$ cat src/rtl/mem_stage.sv
// mem_stage: MEM pipeline stage. Performs data-memory accesses over a req/ack
// handshake, registers the write-back bundle and drives the MEM forwarding pair.
// Latency: non-memory and misaligned ops take 1 cycle. Memory ops take 1 cycle
// plus the number of cycles until ack, or TIMEOUT cycles if no ack arrives.
// Backpressure: mem_stall is high for every cycle in REQ, and in_valid is ignored then.
//
// Ports:
//   clk, rst                     clock, synchronous active-high reset
//   in_*                         EX result bundle (valid, control, rd, alu result, store data, size)
//   mem_stall                    upstream hold while an access is outstanding
//   dmem_* (req/we/addr/wdata/wstrb out, ack/rdata in)  data-memory handshake
//   wb_* (valid/reg_write/reg_addr/data)                write-back bundle to WB
//   mempro_addr/data, load_pending                      forwarding info to EX
//   misalign_err, bus_err        one-cycle error pulses
module mem_stage #(
  parameter int unsigned TIMEOUT = 16
) (
  input  logic        clk,
  input  logic        rst,
  input  logic        in_valid,
  input  logic [7:0]  in_control,
  input  logic [4:0]  in_reg_addr,
  input  logic [31:0] in_alu_result,
  input  logic [31:0] in_write_data,
  input  logic [1:0]  in_ls,
  output logic        mem_stall,
  output logic        dmem_req,
  output logic        dmem_we,
  output logic [31:0] dmem_addr,
  output logic [31:0] dmem_wdata,
  output logic [3:0]  dmem_wstrb,
  input  logic        dmem_ack,
  input  logic [31:0] dmem_rdata,
  output logic        wb_valid,
  output logic        wb_reg_write,
  output logic [4:0]  wb_reg_addr,
  output logic [31:0] wb_data,
  output logic [4:0]  mempro_addr,
  output logic [31:0] mempro_data,
  output logic        load_pending,
  output logic        misalign_err,
  output logic        bus_err
);

  localparam int unsigned CNT_W = $clog2(TIMEOUT);
  localparam logic [CNT_W-1:0] CNT_LAST = CNT_W'(TIMEOUT - 1);

  typedef enum logic {IDLE, REQ} state_e;

  state_e           state_q;
  logic [CNT_W-1:0] cnt_q;

  // Outstanding-access context
  logic [31:0] addr_q;
  logic [1:0]  ls_q;
  logic        uns_q;
  logic        load_q;
  logic        rw_q;

  // Registered outputs
  logic        req_q, we_q;
  logic [31:0] daddr_q, wdata_q;
  logic [3:0]  wstrb_q;
  logic        wbv_q, wbrw_q;
  logic [4:0]  wbrd_q;
  logic [31:0] wbdata_q;
  logic [4:0]  fa_q;
  logic [31:0] fd_q;
  logic        lp_q, merr_q, berr_q;

  // Incoming bundle decode
  logic        in_load, in_store, in_mem, in_rw, in_misalign;
  logic [31:0] st_wdata_d;
  logic [3:0]  st_wstrb_d;

  // Control bits that play no part in this stage
  logic ctrl_unused;
  assign ctrl_unused = ^{in_control[7], in_control[5], in_control[1:0]};

  always_comb begin
    in_load     = in_control[2];
    // A bundle flagged as both read and write is handled as a load.
    in_store    = in_control[3] & ~in_control[2];
    in_mem      = in_control[2] | in_control[3];
    in_rw       = in_control[4] & (in_reg_addr != 5'd0);
    in_misalign = in_mem & (((in_ls == 2'b01) & in_alu_result[0]) |
                            (in_ls[1] & (in_alu_result[1:0] != 2'b00)));
    st_wdata_d  = in_write_data;
    st_wstrb_d  = 4'b1111;
    case (in_ls)
      2'b00: begin
        st_wdata_d = {4{in_write_data[7:0]}};
        st_wstrb_d = 4'b0001 << in_alu_result[1:0];
      end
      2'b01: begin
        st_wdata_d = {2{in_write_data[15:0]}};
        st_wstrb_d = 4'b0011 << in_alu_result[1:0];
      end
      default: begin
        st_wdata_d = in_write_data;
        st_wstrb_d = 4'b1111;
      end
    endcase
    if (in_load) st_wstrb_d = 4'b0000;
  end

  // Load lane extraction: shift the addressed byte/half down to bit 0.
  logic [31:0] shifted;
  logic [31:0] load_data_d;

  always_comb begin
    shifted     = dmem_rdata >> {addr_q[1:0], 3'b000};
    load_data_d = dmem_rdata;
    case (ls_q)
      2'b00:   load_data_d = uns_q ? {24'd0, shifted[7:0]}
                                   : {{24{shifted[7]}}, shifted[7:0]};
      2'b01:   load_data_d = uns_q ? {16'd0, shifted[15:0]}
                                   : {{16{shifted[15]}}, shifted[15:0]};
      default: load_data_d = dmem_rdata;
    endcase
  end

  always_ff @(posedge clk) begin
    if (rst) begin
      state_q  <= IDLE;
      cnt_q    <= '0;
      addr_q   <= '0;
      ls_q     <= '0;
      uns_q    <= 1'b0;
      load_q   <= 1'b0;
      rw_q     <= 1'b0;
      req_q    <= 1'b0;
      we_q     <= 1'b0;
      daddr_q  <= '0;
      wdata_q  <= '0;
      wstrb_q  <= '0;
      wbv_q    <= 1'b0;
      wbrw_q   <= 1'b0;
      wbrd_q   <= '0;
      wbdata_q <= '0;
      fa_q     <= '0;
      fd_q     <= '0;
      lp_q     <= 1'b0;
      merr_q   <= 1'b0;
      berr_q   <= 1'b0;
    end else begin
      // Pulses and forwarding default to idle each cycle
      wbv_q  <= 1'b0;
      wbrw_q <= 1'b0;
      merr_q <= 1'b0;
      berr_q <= 1'b0;
      fa_q   <= '0;
      fd_q   <= '0;
      case (state_q)
        IDLE: begin
          if (in_valid) begin
            addr_q <= in_alu_result;
            ls_q   <= in_ls;
            uns_q  <= in_control[6];
            load_q <= in_load;
            rw_q   <= in_rw;
            wbrd_q <= in_reg_addr;
            if (!in_mem) begin
              wbv_q    <= 1'b1;
              wbdata_q <= in_alu_result;
              wbrw_q   <= in_rw;
              if (in_rw) begin
                fa_q <= in_reg_addr;
                fd_q <= in_alu_result;
              end
            end else if (in_misalign) begin
              wbv_q    <= 1'b1;
              wbdata_q <= in_alu_result;
              merr_q   <= 1'b1;
            end else begin
              state_q <= REQ;
              cnt_q   <= '0;
              req_q   <= 1'b1;
              we_q    <= in_store;
              daddr_q <= {in_alu_result[31:2], 2'b00};
              wdata_q <= st_wdata_d;
              wstrb_q <= st_wstrb_d;
              lp_q    <= in_load;
              if (in_load) fa_q <= in_reg_addr;
            end
          end
        end
        REQ: begin
          // Keep advertising the pending load's rd so EX can interlock.
          if (load_q) fa_q <= wbrd_q;
          if (dmem_ack) begin
            state_q <= IDLE;
            req_q   <= 1'b0;
            lp_q    <= 1'b0;
            fa_q    <= '0;
            wbv_q   <= 1'b1;
            if (load_q) begin
              wbdata_q <= load_data_d;
              wbrw_q   <= rw_q;
            end else begin
              wbdata_q <= addr_q;
            end
          end else if (cnt_q == CNT_LAST) begin
            state_q  <= IDLE;
            req_q    <= 1'b0;
            lp_q     <= 1'b0;
            fa_q     <= '0;
            wbv_q    <= 1'b1;
            wbdata_q <= addr_q;
            berr_q   <= 1'b1;
          end else begin
            cnt_q <= cnt_q + CNT_W'(1);
          end
        end
        default: state_q <= IDLE;
      endcase
    end
  end

  assign mem_stall    = (state_q == REQ);
  assign dmem_req     = req_q;
  assign dmem_we      = we_q;
  assign dmem_addr    = daddr_q;
  assign dmem_wdata   = wdata_q;
  assign dmem_wstrb   = wstrb_q;
  assign wb_valid     = wbv_q;
  assign wb_reg_write = wbrw_q;
  assign wb_reg_addr  = wbrd_q;
  assign wb_data      = wbdata_q;
  assign mempro_addr  = fa_q;
  assign mempro_data  = fd_q;
  assign load_pending = lp_q;
  assign misalign_err = merr_q;
  assign bus_err      = berr_q;

endmodule

$ cat config.mk
export PLATFORM = sky130hd
export DESIGN_NAME = mem_stage
export DESIGN_NICKNAME = d
export VERILOG_FILES = /design/src/rtl/mem_stage.sv
export SDC_FILE = /design/constraint.sdc
export NUM_CORES = 1
export LEC_CHECK = 0
export BUFFER_PORTS_ARGS = -buffer_cell sky130_fd_sc_hd__buf_2
export CAP_MARGIN = 20
export CORE_MARGIN = 5
export CORE_UTILIZATION = 51
export DETAILED_ROUTE_END_ITERATION = 6
export PLACE_DENSITY = 0.81
export SETUP_SLACK_MARGIN = 0.5
export SYNTH_ARGS = -nofsm -noshare
export SYNTH_HDL_FRONTEND = slang
export SYNTH_SLANG_ARGS = --single-unit
export TNS_END_PERCENT = 5
$ cat constraint.sdc
create_clock -name clk -period 2.3 [get_ports clk]
set_input_delay 0.115 -clock clk [delete_from_list [all_inputs] [get_ports clk]]
set_output_delay 0.115 -clock clk [all_outputs]
set_load 0.005 [all_outputs]
==> results of run 1 <==
-- stage by stage --
stage	utilization	setup slack (ns)	instance area [µm²]	hold slack [ns]
final	0.700	0.412	10700	0.0126
after global routing	0.700	0.347	10700	0.0187
after CTS	0.696	0.410	10600	0.00112
after detailed placement	0.619	0.295	9440	0.359
after global placement	0.619	0.343	9440	0.353
after floorplan	-	0.520	7980	0.191
-- synth_stat cells, types with 10 or more instances --
cell,number,area (µm²)
nand2_1,221,830
dfxtp_1,189,3780
a21oi_1,127,636
o21ai_0,68,340
clkbuf_1,52,195
and2_1,36,225
nor2_1,31,116
a22oi_1,26,195
mux2i_1,19,190
nand3_1,18,90.1
o211a_1,16,160
buf_2,13,65.1
o211ai_1,10,75.1
-- final cells by class --
| cell class | instances | area, µm² |
|---|---|---|
| clock inverter | 14 | 156 |
| inverter | 4 | 18.8 |
| clock buffer | 18 | 439 |
| tap | 211 | 264 |
| multi-input combinational | 690 | 3890 |
| timing repair buffer | 341 | 2130 |
| sequential | 189 | 3790 |
| fill | 1228 | 4570 |
-- routing by layer --
layer,vias to the layer above,GRT usage
met5,-,0
met4,0,0.120
met3,71,0.0712
met2,441,0.474
met1,3963,0.364
li1,3944,-
-- flip-flops by register name (all words and copies together) (netlist names) --
| register | count |
|---|---|
| cnt_q | 4 |
| wb_valid | 1 |
| ls_q | 2 |
| load_pending | 1 |
| misalign_err | 1 |
| wb_reg_addr | 5 |
| mempro_addr | 5 |
| wb_reg_write | 1 |
| wb_data | 32 |
| addr_q | 32 |
| load_q | 1 |
| rw_q | 1 |
| dmem_wstrb | 4 |
| dmem_addr | 30 |
| uns_q | 1 |
| bus_err | 1 |
| mempro_data | 32 |
| dmem_wdata | 32 |
| dmem_req | 1 |
| dmem_we | 1 |
| mem_stall | 1 |
-- worst register-to-register path: cells and delay by family, from the launching register on --
kind            cells  cell delay (ns)
buf+inv             1             0.18
mux                 1             0.37
compound gates      4             0.83
flops               1             0.38
-- final timing paths --
check | slack [ns] | end
setup / recovery | 0.41 | wb_data[11]$_SDFFE_PP0P_
hold / removal | 0.01 | dmem_wdata[15]$_SDFFE_PP0P_
setup reg to reg | 0.41 | wb_data[11]$_SDFFE_PP0P_
hold reg to reg | 0.45 | addr_q[29]$_SDFFE_PP0P_
-- timing repair --
item / in CTS / in global routing
setup endpoints to repair: 64 / 115
cloned: 0 / 0
pin swaps: 2 / 1
gates resized for setup: 6 / 9
buffers inserted: 6 / 2
hold buffers: 52 / 0
endpoints found under the hold margin: 119 / 0
-- where the power goes --
group / total [W] / switching (W) / internal (W)
Sequential: 0.00354 / 0.0000958 / 0.00345
Clock: 0.00301 / 0.00136 / 0.00165
Combinational: 0.00119 / 0.000682 / 0.000507
-- cells by family after synthesis --
group	Yosys count
flip-flops	189
multiplexers	28
buffers and inverters	84
XOR/XNOR	4
AO/OA/AOI/OAI	316
AND/OR/NAND/NOR	339
adder cells (fa/ha/maj)	1
other	1
==> flow_summary.json, run 1 <==
{
  "status": "finished clean",
  "cp_cell_sequence": "buf_6 -> mux2_2 -> a221oi_1 -> a21oi_1 -> o221ai_1 -> a22oi_1",
  "grtUsageTotal": 0.289,
  "worstPathRequired_ns": 2.61,
  "fp.dieArea_um2": 18200,
  "whs_path_depth": 3,
  "r2r-start": "addr_q[1]$_SDFFE_PP0P_",
  "clock_path_buffers": 2,
  "synth-compound-area-share": 0.249,
  "wl_met3_um": 2570,
  "vias": 8419,
  "drt-initial-drc-count": 964,
  "syn_inst": 962,
  "critPathMaxStageDelay_ns": 0.38,
  "leakagePower_nw": 4.80,
  "power.density_nw_per_um2": 725,
  "dp_cells": 1375,
  "num_rows": 45,
  "yosys.cell_types.count": 59,
  "layout_commonest_cell": "buf_2",
  "gp_congestion": 0.937,
  "routed_wl_um": 27300,
  "layout.cells.non_filler": 1467,
  "die_h_um": 135,
  "core_area_um2": 15300,
  "dr.pass1.iters": 5,
  "hpwl_um": 18100,
  "finalPower_w": 0.00774,
  "drive_gt1_frac": 0.278,
  "synth_mux_area_frac": 0.0380,
  "antenna_cells": 0,
  "nNetsFinal": 1359,
  "grt_pass1_vias": 7917,
  "finClkSkew_ns": 0.00896,
  "worstMarginPinSlew_ns": 0.654,
  "ys_async_sr_fraction": 0,
  "ys_ff_latch": 189,
  "ys.flop_type": "dfxtp_1",
  "worstSetupPathType": "register to register",
  "synth.yosys.seq_area_share": 0.475,
  "route.detailed.drc": 0,
  "tns_ns": 0,
  "ant_nets": 0,
  "cts.clk_slew.worst_paths_ns": 0.07,
  "syn_area_per_cell_um2": 8.29,
  "hold_violations": 0,
  "synth_edf_count": 0,
  "post-route-period-util": 0.821,
  "synth_top_family_by_area": "compound AO/OA/AOI/OAI gates",
  "cts_tree": "done",
  "max_freq_mhz": 530,
  "layout_common_cells": "buf_2, nand2_1, dfxtp_1",
  "port_buffers": 258,
  "path_max_fanout": 10,
  "met1_length_um": 10800,
  "antenna_found_initial": 0,
  "cp_num_buf_inv": 1,
  "die-width_um": 135,
  "hold_path.class": "input pin to register",
  "holdCritStartpoint": "in_write_data[15]",
  "maxCapViolations": 0,
  "numCtsBuffers": 17,
  "crit_cells": 6,
  "wl_per_cell_um": 18.6,
  "top_layer": "met4",
  "rsz0062_at_grt": "yes",
  "start_util": 0.523,
  "syn_area_um2": 7970,
  "synth-warning-count": 0,
  "relSlewSlack": 0.564,
  "rr_worst_depth": 6,
  "crit_arrival_ns": 2.19,
  "peakVddDrop_v": 0.000585,
  "fin_crit_ns": 1.89,
  "crit_start": "addr_q[1]$_SDFFE_PP0P_",
  "area_growth_pct": 34.0,
  "slew_violations": 0,
  "wl_met2_um": 13100,
  "cp-start-kind": "register",
  "synthXorXnorAreaFrac": 0.00439,
  "yosys.area_share.simple": 0.185,
  "slowest_stage": "dfxtp_1",
  "vias_per_cell": 5.74,
  "grt_start_max_net_pins": 58,
  "root_buffer": "clkbuf_16",
  "io_pins": 265,
  "clkLatencyLatePin_ns": 0.44,
  "grt_overflow": 0,
  "setup_violations": 0,
  "cp-end-kind": "register",
  "cts_max_level": 4,
  "clkSinkCount": 189,
  "grt_pass1_wl_um": 41800,
  "synth_fa_ha_area_frac": 0.00157,
  "critical_path.top_delay_family": "compound AO/OA/AOI/OAI gates"
}
Power figures use the tool's default switching activity.
==> run 2: changes to the inputs <==
--- a/config.mk
+++ b/config.mk
@@ -5,12 +5,13 @@
 export SDC_FILE = /design/constraint.sdc
 export NUM_CORES = 1
 export LEC_CHECK = 0
+export ABC_AREA = 1
 export BUFFER_PORTS_ARGS = -buffer_cell sky130_fd_sc_hd__buf_2
 export CAP_MARGIN = 20
 export CORE_MARGIN = 5
 export CORE_UTILIZATION = 51
 export DETAILED_ROUTE_END_ITERATION = 6
-export PLACE_DENSITY = 0.81
+export PLACE_DENSITY = 0.8
 export SETUP_SLACK_MARGIN = 0.5
 export SYNTH_ARGS = -nofsm -noshare
 export SYNTH_HDL_FRONTEND = slang
==> constraint.sdc (replaced) <==
create_clock -name clk -period 1.8 [get_ports clk]
set_input_delay 0.09 -clock clk [delete_from_list [all_inputs] [get_ports clk]]
set_output_delay 0.09 -clock clk [all_outputs]
set_load 0.005 [all_outputs]
==> run 2 against run 1 <==
- sequential share of layout area shrank 3.1 points
- hold slack improved by 0.0069 ns
- worst setup slack worse by 0.076 ns
- power increased by 39%
- cell count grew 15%
- clock skew down 0.0012 ns
- design area up 10%
- utilization grew 4.8 points
- sequential power grew 30%
- critical path depth is 2 higher
==> flow_summary.json, run 2 <==
{
  "status": "finished clean",
  "clkLatencyLatePin_ns": 0.44,
  "fin_util": 0.749,
  "wl_per_cell_um": 19.0,
  "dp_cells": 1546,
  "cp-end-kind": "register",
  "nNetsFinal": 1568,
  "post-synth-top-count-cell": "nand2_1",
  "hold_path.class": "input pin to register",
  "worstPathRequired_ns": 2.12,
  "route.detailed.drc": 0,
  "synth.yosys.seq_area_share": 0.468,
  "cts.clk_slew.worst_paths_ns": 0.07,
  "port_buffers": 258,
  "yosys.cell_types.count": 34,
  "start_util": 0.515,
  "num_rows": 46,
  "place_area_um2": 9670,
  "hold_violations": 0,
  "synth_common_cells": "nand2_1, dfxtp_1, nor2_1",
  "finClkSkew_ns": 0.00779,
  "fp.dieArea_um2": 18500,
  "finalPower_w": 0.0108,
  "antenna_found_initial": 1,
  "slew_violations": 0,
  "ys_async_sr_fraction": 0,
  "root_buffer": "clkbuf_16",
  "syn_inst": 1116,
  "synth_top_area_share": 0.468,
  "routed_wl_um": 32000,
  "dr.pass1.iters": 6,
  "tns_ns": 0,
  "grt_start_max_net_pins": 65,
  "grtUsageTotal": 0.312,
  "layout_common_cells": "buf_2, nand2_1, dfxtp_1",
  "rsz0062_at_grt": "yes",
  "ant_nets": 0,
  "crit_arrival_ns": 1.79,
  "drt-initial-drc-count": 1057,
  "synth-warning-count": 0,
  "cts_tree": "done",
  "maxCapViolations": 0,
  "peakVddDrop_v": 0.000711,
  "die-width_um": 136,
  "io_pins": 265,
  "syn_area_per_cell_um2": 7.25,
  "core_area_um2": 15700,
  "numCtsBuffers": 17,
  "worstSetupPathType": "register to register",
  "vias": 9621,
  "drive_gt1_frac": 0.305,
  "ys_top_cells_by_area": "dfxtp_1, nand2_1, a21oi_1",
  "max_freq_mhz": 683,
  "path_max_fanout": 10,
  "relSlewSlack": 0.545,
  "leakagePower_nw": 5.52,
  "cts_max_level": 4,
  "layout_commonest_cell": "buf_2",
  "clock_path_buffers": 2,
  "grt_pass1_vias": 8850,
  "power.density_nw_per_um2": 915,
  "post-route-period-util": 0.813,
  "hpwl_um": 18900,
  "cp-start-kind": "register",
  "area_growth_pct": 45.4,
  "grt_pass1_wl_um": 45800,
  "synth_top_area_cell": "dfxtp_1",
  "setup_violations": 0,
  "syn_area_um2": 8090,
  "postLayoutCellArea_um2": 11800,
  "vias_per_cell": 5.72,
  "gp_congestion": 0.924,
  "ys_ff_latch": 189,
  "grt_overflow": 0,
  "layout.cells.non_filler": 1682,
  "worstMarginPinSlew_ns": 0.675,
  "die_h_um": 136,
  "fin_crit_ns": 1.46,
  "clkSinkCount": 189,
  "synth_edf_count": 0,
  "ys.flop_type": "dfxtp_1"
}
==> run 2: worst paths after layout <==
path | from | endpoint | slack (ns) | cells past startpoint
setup / recovery | cnt_q[1]$_SDFFE_PP0P_ | wb_data[8]$_SDFFE_PP0P_ | 0.34 | 8
hold reg to reg | dmem_addr[12]$_SDFFE_PP0P_ | dmem_addr[12]$_SDFFE_PP0P_ | 0.46 | 2
setup reg to reg | cnt_q[1]$_SDFFE_PP0P_ | wb_data[8]$_SDFFE_PP0P_ | 0.34 | 8
hold / removal | rst | dmem_we$_SDFFE_PP0P_ | 0.02 | 2
==> run 2: kinds of logic after synthesis <==
family,count (synthesis),share of synthesized area
AOI/OAI and AO/OA,311,0.204
xor gates and xnor gates,1,0.00108
adders and majority gates,1,0.00155
buffers and inverters,179,0.0957
DFF,189,0.468
other,1,0.000464
and+or+nand+nor,434,0.229
==> run 2: cell type report <==
class	instances	area, µm²
fill	1091	3950
multi-input combinational	753	3840
sequential	189	3800
timing repair buffer	390	2780
clock buffer	18	439
inverter	101	408
tap	216	270
clock inverter	14	216
antenna	1	2.50
==> run 2: report_power, final <==
group          leakage (nW)  switching (W)  internal (W)
registers              1.55       0.000148       0.00444
logic                  3.66        0.00118      0.000839
clock network         0.312        0.00176       0.00240
==> run 2: critical path, cell delays in order (launching register included) <==
cell	delay, ns
dfxtp_4	0.36
ha_4	0.16
nand3_4	0.12
inv_2	0.05
o21ai_2	0.15
nand2_4	0.13
clkbuf_16	0.20
o21ai_1	0.13
a21oi_1	0.05
==> run 2: timing repair <==
| item | in CTS | in global routing |
|---|---|---|
| hold buffers | 66 | 0 |
| endpoints found under the hold margin | 107 | 0 |
| pin swaps | 3 | 9 |
| setup buffers | 5 | 17 |
| endpoints found under the setup margin | 160 | 179 |
| resized for setup | 34 | 53 |
| cloned | 5 | 10 |
==> run 2: metal layers <==
metal  GRT usage  up-vias  share of wire
li1            -     4338              -
met1       0.395     4407           0.37
met2       0.509      755           0.47
met3      0.0788      121           0.12
met4       0.132        0          0.041
met5           0        -              0
==> run 2: stage by stage <==
step,hold slack [ns],setup slack (ns)
after floorplan,0.168,0.480
final,0.0195,0.336
after global routing,0.0201,0.260
after global placement,0.298,0.236
after CTS,0.00576,0.378
after detailed placement,0.298,0.195
